File: src/rtl/dadda_mul8_seq_pkg.sv
// Shared types and constants for the nibble-serial 8x8 multiplier controller.
package dadda_mul8_seq_pkg;

    // Controller states.
    typedef enum logic [1:0] {
        IDLE = 2'd0,
        MUL  = 2'd1,
        DONE = 2'd2
    } state_e;

    // Number of nibble-pair passes through the 4x4 core.
    localparam int NPASS = 4;

    // Pass index.
    typedef logic [1:0] pass_t;

    // Left shift applied to each pass's partial product.
    localparam logic [3:0] SHIFT_P0 = 4'd0;
    localparam logic [3:0] SHIFT_P1 = 4'd4;
    localparam logic [3:0] SHIFT_P2 = 4'd4;
    localparam logic [3:0] SHIFT_P3 = 4'd8;

    // Shift amount for a given pass.
    function automatic logic [3:0] pass_shift(input pass_t pass);
        logic [3:0] sh;
        case (pass)
            2'd0:    sh = SHIFT_P0;
            2'd1:    sh = SHIFT_P1;
            2'd2:    sh = SHIFT_P2;
            2'd3:    sh = SHIFT_P3;
            default: sh = 4'd0;
        endcase
        return sh;
    endfunction

endpackage

File: src/rtl/dadda_multiplier.sv
// Combinational 4x4 unsigned Dadda multiplier: AND-array partial products,
// two Dadda reduction stages (heights 4 -> 3 -> 2) and a final carry-propagate add.
module dadda_multiplier (
    input  logic [3:0] x,
    input  logic [3:0] y,
    output logic [7:0] prod
);

    // Half adder, returns {carry, sum}.
    function automatic logic [1:0] ha(input logic i0, input logic i1);
        return {i0 & i1, i0 ^ i1};
    endfunction

    // Full adder, returns {carry, sum}.
    function automatic logic [1:0] fa(input logic i0, input logic i1, input logic i2);
        return {(i0 & i1) | (i0 & i2) | (i1 & i2), i0 ^ i1 ^ i2};
    endfunction

    logic [3:0] pp_s [4];   // pp_s[i][j] = y[i] & x[j], weight i+j
    logic [1:0] r1_s, r2_s, r3_s, r4_s, r5_s, r6_s;
    logic [7:0] row_x_s, row_y_s;

    // Partial products, reduction tree and final addition.
    always_comb begin
        for (int i = 0; i < 4; i++) begin
            pp_s[i] = x & {4{y[i]}};
        end
        // Stage 1: bring the tallest columns (3 and 4) down to height 3.
        r1_s = ha(pp_s[0][3], pp_s[1][2]);                 // col 3
        r2_s = ha(pp_s[1][3], pp_s[2][2]);                 // col 4
        // Stage 2: bring every column down to height 2.
        r3_s = ha(pp_s[0][2], pp_s[1][1]);                 // col 2
        r4_s = fa(pp_s[2][1], pp_s[3][0], r1_s[0]);        // col 3
        r5_s = fa(pp_s[3][1], r2_s[0], r1_s[1]);           // col 4
        r6_s = fa(pp_s[2][3], pp_s[3][2], r2_s[1]);        // col 5
        // Two remaining rows feed the carry-propagate adder.
        row_x_s = {1'b0, pp_s[3][3], r6_s[0], r5_s[0], r4_s[0],
                   pp_s[2][0], pp_s[0][1], pp_s[0][0]};
        row_y_s = {1'b0, r6_s[1], r5_s[1], r4_s[1], r3_s[1],
                   r3_s[0], pp_s[1][0], 1'b0};
        prod    = row_x_s + row_y_s;
    end

endmodule

File: src/rtl/dadda_mul8_seq.sv
// Iterative 8x8 unsigned multiplier: four nibble-pair passes through one
// 4x4 Dadda core, shift-accumulated into a 16-bit product.
module dadda_mul8_seq
    import dadda_mul8_seq_pkg::*;
(
    input  logic        clk,
    input  logic        rst_n,
    input  logic        in_valid,
    output logic        in_ready,
    input  logic [7:0]  a,
    input  logic [7:0]  b,
    output logic        out_valid,
    input  logic        out_ready,
    output logic [15:0] p,
    output logic        busy
);

    state_e      state_r, state_nxt_s;
    logic [7:0]  a_r, b_r;
    pass_t       pass_r;
    logic [15:0] acc_r;
    logic        in_ready_r, out_valid_r, busy_r;

    logic        in_fire_s;
    logic [3:0]  core_x_s, core_y_s;
    logic [7:0]  core_p_s;
    logic [15:0] addend_s;

    assign in_fire_s = in_valid && in_ready_r;

    // Nibble select and shift for the current pass; operands come only from registers.
    always_comb begin
        core_x_s = pass_r[0] ? a_r[7:4] : a_r[3:0];
        core_y_s = pass_r[1] ? b_r[7:4] : b_r[3:0];
        addend_s = {8'd0, core_p_s} << pass_shift(pass_r);
    end

    dadda_multiplier u_core (
        .x    (core_x_s),
        .y    (core_y_s),
        .prod (core_p_s)
    );

    // Next-state decode.
    always_comb begin
        state_nxt_s = state_r;
        case (state_r)
            IDLE: begin
                if (in_fire_s) state_nxt_s = MUL;
                else           state_nxt_s = IDLE;
            end
            MUL: begin
                if (pass_r == pass_t'(NPASS - 1)) state_nxt_s = DONE;
                else                              state_nxt_s = MUL;
            end
            DONE: begin
                if (out_ready) state_nxt_s = IDLE;
                else           state_nxt_s = DONE;
            end
            default: state_nxt_s = IDLE;
        endcase
    end

    // State register and registered handshake/status outputs.
    always_ff @(posedge clk) begin
        if (!rst_n) begin
            state_r     <= IDLE;
            in_ready_r  <= 1'b1;
            out_valid_r <= 1'b0;
            busy_r      <= 1'b0;
        end else begin
            state_r     <= state_nxt_s;
            in_ready_r  <= (state_nxt_s == IDLE);
            out_valid_r <= (state_nxt_s == DONE);
            busy_r      <= (state_nxt_s != IDLE);
        end
    end

    // Operand capture, pass counter and accumulator.
    always_ff @(posedge clk) begin
        if (!rst_n) begin
            a_r    <= 8'd0;
            b_r    <= 8'd0;
            pass_r <= 2'd0;
            acc_r  <= 16'd0;
        end else begin
            case (state_r)
                IDLE: begin
                    if (in_fire_s) begin
                        a_r    <= a;
                        b_r    <= b;
                        pass_r <= 2'd0;
                        acc_r  <= 16'd0;
                    end
                end
                MUL: begin
                    acc_r  <= acc_r + addend_s;
                    pass_r <= pass_r + 2'd1;
                end
                default: begin
                    acc_r <= acc_r;
                end
            endcase
        end
    end

    assign in_ready  = in_ready_r;
    assign out_valid = out_valid_r;
    assign busy      = busy_r;
    assign p         = acc_r;

endmodule

File: config.mk
export PLATFORM = sky130hd
export DESIGN_NAME = dadda_mul8_seq
export DESIGN_NICKNAME = d
export VERILOG_FILES = /design/src/rtl/dadda_mul8_seq_pkg.sv /design/src/rtl/dadda_multiplier.sv /design/src/rtl/dadda_mul8_seq.sv
export SDC_FILE = /design/constraint.sdc
export NUM_CORES = 1
export LEC_CHECK = 0
export CORE_ASPECT_RATIO = 1.2
export CORE_UTILIZATION = 24
export DETAILED_ROUTE_END_ITERATION = 7
export PLACE_DENSITY = 0.43
export SYNTH_ARGS = -nofsm -noshare
export SYNTH_HDL_FRONTEND = slang
export SYNTH_SLANG_ARGS = --single-unit
File: constraint.sdc
create_clock -name clk -period 9.56 [get_ports clk]
set_input_delay 1.912 -clock clk [delete_from_list [all_inputs] [get_ports clk]]
set_output_delay 1.912 -clock clk [all_outputs]
set_load 0.02 [all_outputs]
==> flow_metrics.py, run 1 <==
metrics = {
    "setup_path": {
        "endpoint_kind": "flip-flop",
        "arrival_ns": 5.19,
        "reg2reg_depth": 19,
        "timing_worst_setup_path_type": "flip-flop to flip-flop",
        "start_kind": "flip-flop",
        "required_ns": 9.79,
        "crit_fanout": 8,
        "rrSetupSlack_ns": 4.61,
    },
    "yosys": {
        "synthSimpleGateAreaFrac_pct": 21.86,
        "synthMuxAreaShare_pct": 4.023,
        "synth_cell_types": 44,
        "yosysWarnings": 0,
        "synth_compound_area_share_pct": 22.35,
        "synth_top_area_share_pct": 27.89,
        "synth_xor_xnor_area_share_pct": 4.694,
        "synth_adder_area_share_pct": 14.75,
        "synth_top_family_by_area": "compound AO/OA/AOI/OAI gates",
        "synth.ff_latch_count": 39,
        "async_flop_share_pct": 0,
        "syn-num-nets": 403,
        "syn_area_um2": 2799,
        "synthFlopType": "dfxtp_1",
        "synth_area_leaders": "dfxtp_1, ha_1, nand2_1, a21boi_0, o21ai_0",
        "synth_edf_count": 0,
        "synth_top_area_cell": "dfxtp_1",
        "syn_inst": 353,
        "ys_seq_area_share_pct": 27.89,
        "syn_avg_cell_area_um2": 7.929,
    },
    "placed_design": {
        "numPortBuffers": 38,
        "post-place-cells": 530,
        "place_congestion": 0.8085,
        "place_ws_ns": 4.633,
        "dp_hpwl_um": 5382,
    },
    "final_layout": {
        "drive_gt1_share_pct": 4.700,
        "stdcell_count": 537,
        "num_antenna_cells": 0,
        "area_growth_pct": 24.54,
        "fillers": 1225,
        "fin_nets": 433,
    },
    "detailed_routing": {
        "firstDrtPassIters": 4,
        "ant_nets": 0,
        "vias": 2420,
        "route.detailed.drc": 0,
        "finalWirelength_um": 6731,
        "detail_route.iter0.violations": 113,
        "vias_per_cell": 4.507,
        "wl_per_cell_um": 12.53,
    },
    "floorplanning": {
        "dieArea_um2": 12100,
        "rows": 42,
        "pin_count": 39,
        "die_w_um": 100.6,
        "die-height_um": 120.3,
        "core_um2": 11190,
        "start_util_pct": 25.01,
    },
    "job": {
        "cap_violations": 0,
    },
    "min_path": {
        "whs_path_depth": 2,
        "hold_path.class": "flip-flop to flip-flop",
    },
    "grt": {
        "grt_pass1_wl_um": 11410,
        "grt_start_max_net_pins": 31,
        "overflow": 0,
        "antenna_found_initial": 0,
        "grt_usage_pct": 12.05,
        "grt_pass1_vias": 2311,
    },
    "timing": {
        "tightest_slew_ns": 0.5722,
        "rsz0062_at_grt": "no",
        "period_share_pct": 51.82,
        "clock_skew_ns": 0.003663,
        "finalHoldWorstSlack_ns": 0.4627,
        "setup_ws_ns": 4.606,
        "relSlewSlack_pct": 61.85,
        "hold_viol_final": 0,
        "setup-tns-final_ns": 0,
        "report.final.slew_viol_count": 0,
        "setup_viol": 0,
        "max_freq_mhz": 201.9,
        "fin_crit_ns": 4.954,
    },
    "clock_tree": {
        "cts_buffers": 5,
        "post_cts_buffers": 0,
        "clock_latency_ns": 0.29,
        "cts.repair.resized": 0,
        "cts_hold_buffers": 0,
        "htree_levels": 2,
        "clk_path_buf_depth": 2,
        "clock-sinks": 39,
        "path_clk_slew_ns": 0.06,
        "cts-root-buf": "clkbuf_16",
        "tritoncts": "yes",
    },
    "power": {
        "p_leak_nw": 1.386,
        "power.density_nw_per_um2": 122.4,
        "peakVddDrop_uv": 68.61,
        "power_uw": 426.6,
    },
    "run_status": {
        "status": "finished, final reports clean",
    },
}
-- cell usage in the layout (no fill, tap or decap), drive strengths merged, types with 6 or more instances in the layout --
cell type	synthesis	routed
nand2	58	58
dfxtp	39	39
clkdlybuf4s50	0	38
nor2	25	25
ha	25	25
o21ai	21	21
a21boi	21	21
a21oi	18	18
inv	16	16
nand3	11	11
mux2i	9	9
a21o	9	9
xor2	8	8
nor2b	7	7
xnor2	7	7
and2	6	6
-- power breakdown --
group / switching, mW / internal, mW / leakage, nW
logic: 0.0331 / 0.0251 / 0.993
registers: 0.00528 / 0.170 / 0.317
clock network: 0.0718 / 0.122 / 0.0759
total: 0.110 / 0.316 / 1.39
-- critical path, cell delays in order, from the launching register on --
cell and delay, ns:
dfxtp_1 0.53, mux2i_1 0.39, nor2_1 0.09, ha_1 0.30
inv_1 0.05, fa_1 0.47, inv_1 0.04, ha_1 0.30
a21oi_1 0.23, o21bai_1 0.09, a21o_1 0.23, nand3b_1 0.09
o221ai_1 0.13, ha_1 0.37, and2_4 0.16, a311o_1 0.36
a221oi_4 0.37, a21oi_2 0.10, or4b_1 0.49, nand3_1 0.09
-- state kept, by name, indices dropped and copies added (netlist names) --
name and count:
pass_r 2, a_r 8, state_r 2, busy 1
in_ready 1, b_r 8, out_valid 1, p 16
-- per-layer routing --
metal  vias up  global-route usage [%]  wire (um)
li1       1283                       -          -
met1      1092                   16.08       3222
met2        37                   19.56       3216
met3         8                   2.543        215
met4         0                   3.261         76
met5         -                       0          0
-- kinds of logic after synthesis --
kind of cell    count (synthesis)
fa+ha+maj                      30
compound gates                 93
buf+inv                        33
mux                            11
flops                          39
simple gates                  132
xor+xnor                       15
-- area by class of cell --
type                       instances  area [um2]  area share [%]
inverter                          16       60.06           1.723
clock inverter                     2       37.54           1.077
clock buffer                       5       125.1           3.589
tap                              154       192.7           5.528
multi-input combinational        281        1894           54.34
sequential                        39       780.7           22.40
timing repair buffer              40       395.4           11.34
-- synthesized netlist by cell type (all sizes together), types with 2 or more instances --
| cell | number |
|---|---|
| nand3 | 11 |
| nand2b | 5 |
| nand2 | 58 |
| and3 | 3 |
| dfxtp | 39 |
| xor2 | 8 |
| a21o | 9 |
| o22ai | 3 |
| o221ai | 2 |
| nand4 | 3 |
| ha | 25 |
| o21a | 3 |
| o21ai | 21 |
| inv | 16 |
| o21bai | 4 |
| mux2 | 2 |
| or2 | 4 |
| xnor2 | 7 |
| nor2 | 25 |
| a21boi | 21 |
| o211ai | 4 |
| fa | 5 |
| and2 | 6 |
| clkbuf | 17 |
| nor3 | 4 |
| mux2i | 9 |
| a21oi | 18 |
| nor2b | 7 |
-- per-stage QoR --
step                instance area [um2]  util (%)
floorplan                          2799         -
global placement                   3323     29.69
detailed placement                 3323     29.69
CTS                                3486     31.14
global route                       3486     31.14
finish                             3486     31.14
-- path summary, 6_finish.rpt --
kind                                from                   to
setup / recovery  pass_r[0]$_SDFFE_PN0P_   p[14]$_SDFFE_PN0P_
hold / removal       a_r[6]$_SDFFE_PN0P_  a_r[6]$_SDFFE_PN0P_
setup reg to reg  pass_r[0]$_SDFFE_PN0P_   p[14]$_SDFFE_PN0P_
hold reg to reg      a_r[6]$_SDFFE_PN0P_  a_r[6]$_SDFFE_PN0P_
Power figures use the tool's default switching activity.
==> inputs of run 2 (changes only) <==
--- a/config.mk
+++ b/config.mk
@@ -8,7 +8,7 @@
 export CORE_ASPECT_RATIO = 1.2
 export CORE_UTILIZATION = 24
 export DETAILED_ROUTE_END_ITERATION = 7
-export PLACE_DENSITY = 0.43
+export PLACE_DENSITY = 0.45
 export SYNTH_ARGS = -nofsm -noshare
 export SYNTH_HDL_FRONTEND = slang
 export SYNTH_SLANG_ARGS = --single-unit
==> constraint.sdc (replaced) <==
create_clock -name clk -period 4.5 [get_ports clk]
set_input_delay 0.9 -clock clk [delete_from_list [all_inputs] [get_ports clk]]
set_output_delay 0.9 -clock clk [all_outputs]
set_load 0.02 [all_outputs]
==> run 2 against run 1 <==
  * Non-clock buffer count grew 22
  * Die area is the same
  * Routed wire length rose by 5.5%
  * Maximum frequency grew 15%
  * Final cell count is 4.3% higher
  * Largest cell class unchanged
  * Sequential power is 110% higher
==> flow_metrics.py, run 2 (same netlist as run 1, synthesis figures left out) <==
metrics = {
    "clock_tree": {
        "cts-root-buf": "clkbuf_16",
        "cts_hold_buffers": 0,
        "clk_path_buf_depth": 2,
        "htree_levels": 2,
        "tritoncts": "yes",
        "clock_latency_ns": 0.29,
        "clock-sinks": 39,
        "cts_buffers": 5,
        "path_clk_slew_ns": 0.06,
    },
    "placed_design": {
        "numPortBuffers": 38,
        "dpl_cell_area_um2": 3466,
        "dp_hpwl_um": 5557,
        "place_congestion": 0.7899,
    },
    "final_layout": {
        "regArea_um2": 788.3,
        "final_common_cell": "nand2_1",
        "mostFrequentLayoutCells": "nand2_1, clkdlybuf4s50_1, dfxtp_1",
        "drive_gt1_share_pct": 15.02,
        "fin_nets": 455,
        "multi_input_area_um2": 2028,
        "fillers": 1184,
        "num_antenna_cells": 0,
        "largest_reg_flops": 16,
        "stdcell_area_um2": 3804,
        "area_growth_pct": 35.90,
    },
    "run_status": {
        "status": "finished, final reports clean",
    },
    "min_path": {
        "hp-start": "b_r[3]$_SDFFE_PN0P_",
        "hold_path.class": "flip-flop to flip-flop",
        "whs_path_depth": 2,
        "holdPathEnd": "b_r[3]$_SDFFE_PN0P_",
    },
    "setup_path": {
        "reg2reg_depth": 18,
        "arrival_ns": 4.55,
        "required_ns": 4.73,
        "worstReg2RegStart": "pass_r[1]$_SDFFE_PN0P_",
        "rr_endpoint": "p[14]$_SDFFE_PN0P_",
        "crit_fanout": 5,
        "path_cells": "mux2i_4, nor2_1, ha_1, inv_1, fa_1, inv_2, ha_4, inv_1, xnor2_2, mux2_4, nor2_4, ha_4, a21o_1, a311o_1, a221oi_4, a21oi_2, or4b_1, nand3_1",
        "start_kind": "flip-flop",
        "critical-path-top-delay-family": "adder cells",
        "slowest_stage": "or4b_1",
        "rrSetupSlack_ns": 0.19,
        "max_stage_delay_ns": 0.53,
        "path_buf_inv": 3,
        "timing_worst_setup_path_type": "flip-flop to flip-flop",
        "endpoint_kind": "flip-flop",
    },
    "detailed_routing": {
        "finalWirelength_um": 7101,
        "detail_route.iter0.violations": 92,
        "vias_per_cell": 4.557,
        "ant_nets": 0,
        "wl_per_cell_um": 12.68,
        "route.detailed.drc": 0,
        "firstDrtPassIters": 4,
        "vias": 2552,
    },
    "power": {
        "p_leak_nw": 1.507,
        "power_uw": 943.4,
        "peakVddDrop_uv": 221.3,
        "power.density_nw_per_um2": 248.0,
    },
    "floorplanning": {
        "core_um2": 11190,
        "rows": 42,
        "die_w_um": 100.6,
        "start_util_pct": 25.01,
        "dieArea_um2": 12100,
        "pin_count": 39,
        "die-height_um": 120.3,
    },
    "timing": {
        "setup_viol": 0,
        "period_share_pct": 95.88,
        "hold_viol_final": 0,
        "fin_crit_ns": 4.315,
        "clock_skew_ns": 0.003725,
        "tightest_slew_ns": 0.5627,
        "rsz0062_at_grt": "yes",
        "report.final.slew_viol_count": 0,
        "max_freq_mhz": 231.8,
        "relSlewSlack_pct": 62.41,
    },
    "grt": {
        "grt_usage_pct": 12.30,
        "grt_pass1_vias": 2528,
        "antenna_found_initial": 0,
        "grt_start_max_net_pins": 31,
        "overflow": 0,
        "grt_pass1_wl_um": 11790,
    },
    "job": {
        "cap_violations": 0,
    },
}
==> run 2: cell types whose count changed in the layout (fill, tap and decap cells not counted), moves of 2 or more <==
cell / delta
buf_4: +22
ha_1: -5
mux2i_1: -5
ha_4: +3
mux2i_4: +3
nor2_1: -3
a21oi_1: -2
dfxtp_1: -2
dfxtp_4: +2
ha_2: +2
mux2i_2: +2
nor2_2: +2
==> run 2: final cells by class <==
class,instances,share of cell area (%)
Clock buffer,6,3.651
Clock inverter,2,0.9211
Inverter,16,1.579
Multi-Input combinational cell,281,53.32
Sequential cell,39,20.72
Tap cell,154,5.066
Timing Repair Buffer,62,14.74
==> run 2: how the worst max path moves through the flow <==
| stage | startpoint | end | slack (ns) | cells after the start |
|---|---|---|---|---|
| 6_report | pass_r[1]$_SDFFE_PN0P_ | p[14]$_SDFFE_PN0P_ | 0.19 | 18 |
| 2_1_floorplan | pass_r[0]$_SDFFE_PN0P_ | p[14]$_SDFFE_PN0P_ | 0.03 | 20 |
| 3_5_place_dp | pass_r[0]$_SDFFE_PN0P_ | p[14]$_SDFFE_PN0P_ | -0.05 | 19 |
| 4_1_cts | pass_r[0]$_SDFFE_PN0P_ | p[14]$_SDFFE_PN0P_ | 0.005 | 19 |
| 3_3_place_gp | pass_r[1]$_SDFFE_PN0P_ | p[14]$_SDFFE_PN0P_ | 0.06 | 19 |
| 5_1_grt | pass_r[0]$_SDFFE_PN0P_ | p[14]$_SDFFE_PN0P_ | -0.04 | 19 |
==> run 2: worst reg2reg max path, cell delays in order (launching register included) <==
cell	delay, ns
dfxtp_4	0.40
mux2i_4	0.26
nor2_1	0.08
ha_1	0.28
inv_1	0.04
fa_1	0.49
inv_2	0.05
ha_4	0.26
inv_1	0.07
xnor2_2	0.14
mux2_4	0.30
nor2_4	0.11
ha_4	0.21
a21o_1	0.17
a311o_1	0.37
a221oi_4	0.32
a21oi_2	0.09
or4b_1	0.53
nand3_1	0.09
==> run 2: power breakdown <==
group	total [mW]	switching, mW	internal (mW)
clock	0.424	0.148	0.276
sequential	0.373	0.0128	0.360
combinational	0.146	0.0772	0.0690
==> run 2: timing repair <==
action / 4_1_cts / 5_1_grt
gates resized for setup: 3 / 23
pin swaps: 0 / 13
setup endpoints to repair: 2 / 6
buffers inserted: 1 / 4
==> run 2: stage by stage <==
stage | util (%) | cells | setup TNS, ns | hold WS (ns) | setup slack (ns)
3_5_place_dp | 30.96 | 547 | -0.04658 | 0.4569 | -0.04658
3_3_place_gp | 30.96 | 547 | 0 | 0.4576 | 0.06114
6_report | 33.98 | 560 | 0 | 0.4605 | 0.1855
2_1_floorplan | - | 353 | 0 | 0.4428 | 0.02512
4_1_cts | 32.68 | 556 | 0 | 0.4659 | 0.004898
5_1_grt | 33.98 | 560 | -0.05557 | 0.5086 | -0.03825
==> run 2: per-layer routing <==
metal  part of all wire, %  vias up  track usage (%)  wire (um)
met1                    48     1191            15.68       3422
li1                      -     1324                -          -
met2                    48       28            20.03       3377
met3                   2.0        9            2.486        144
met4                   2.2        0            5.163        158
met5                     0        -                0          0
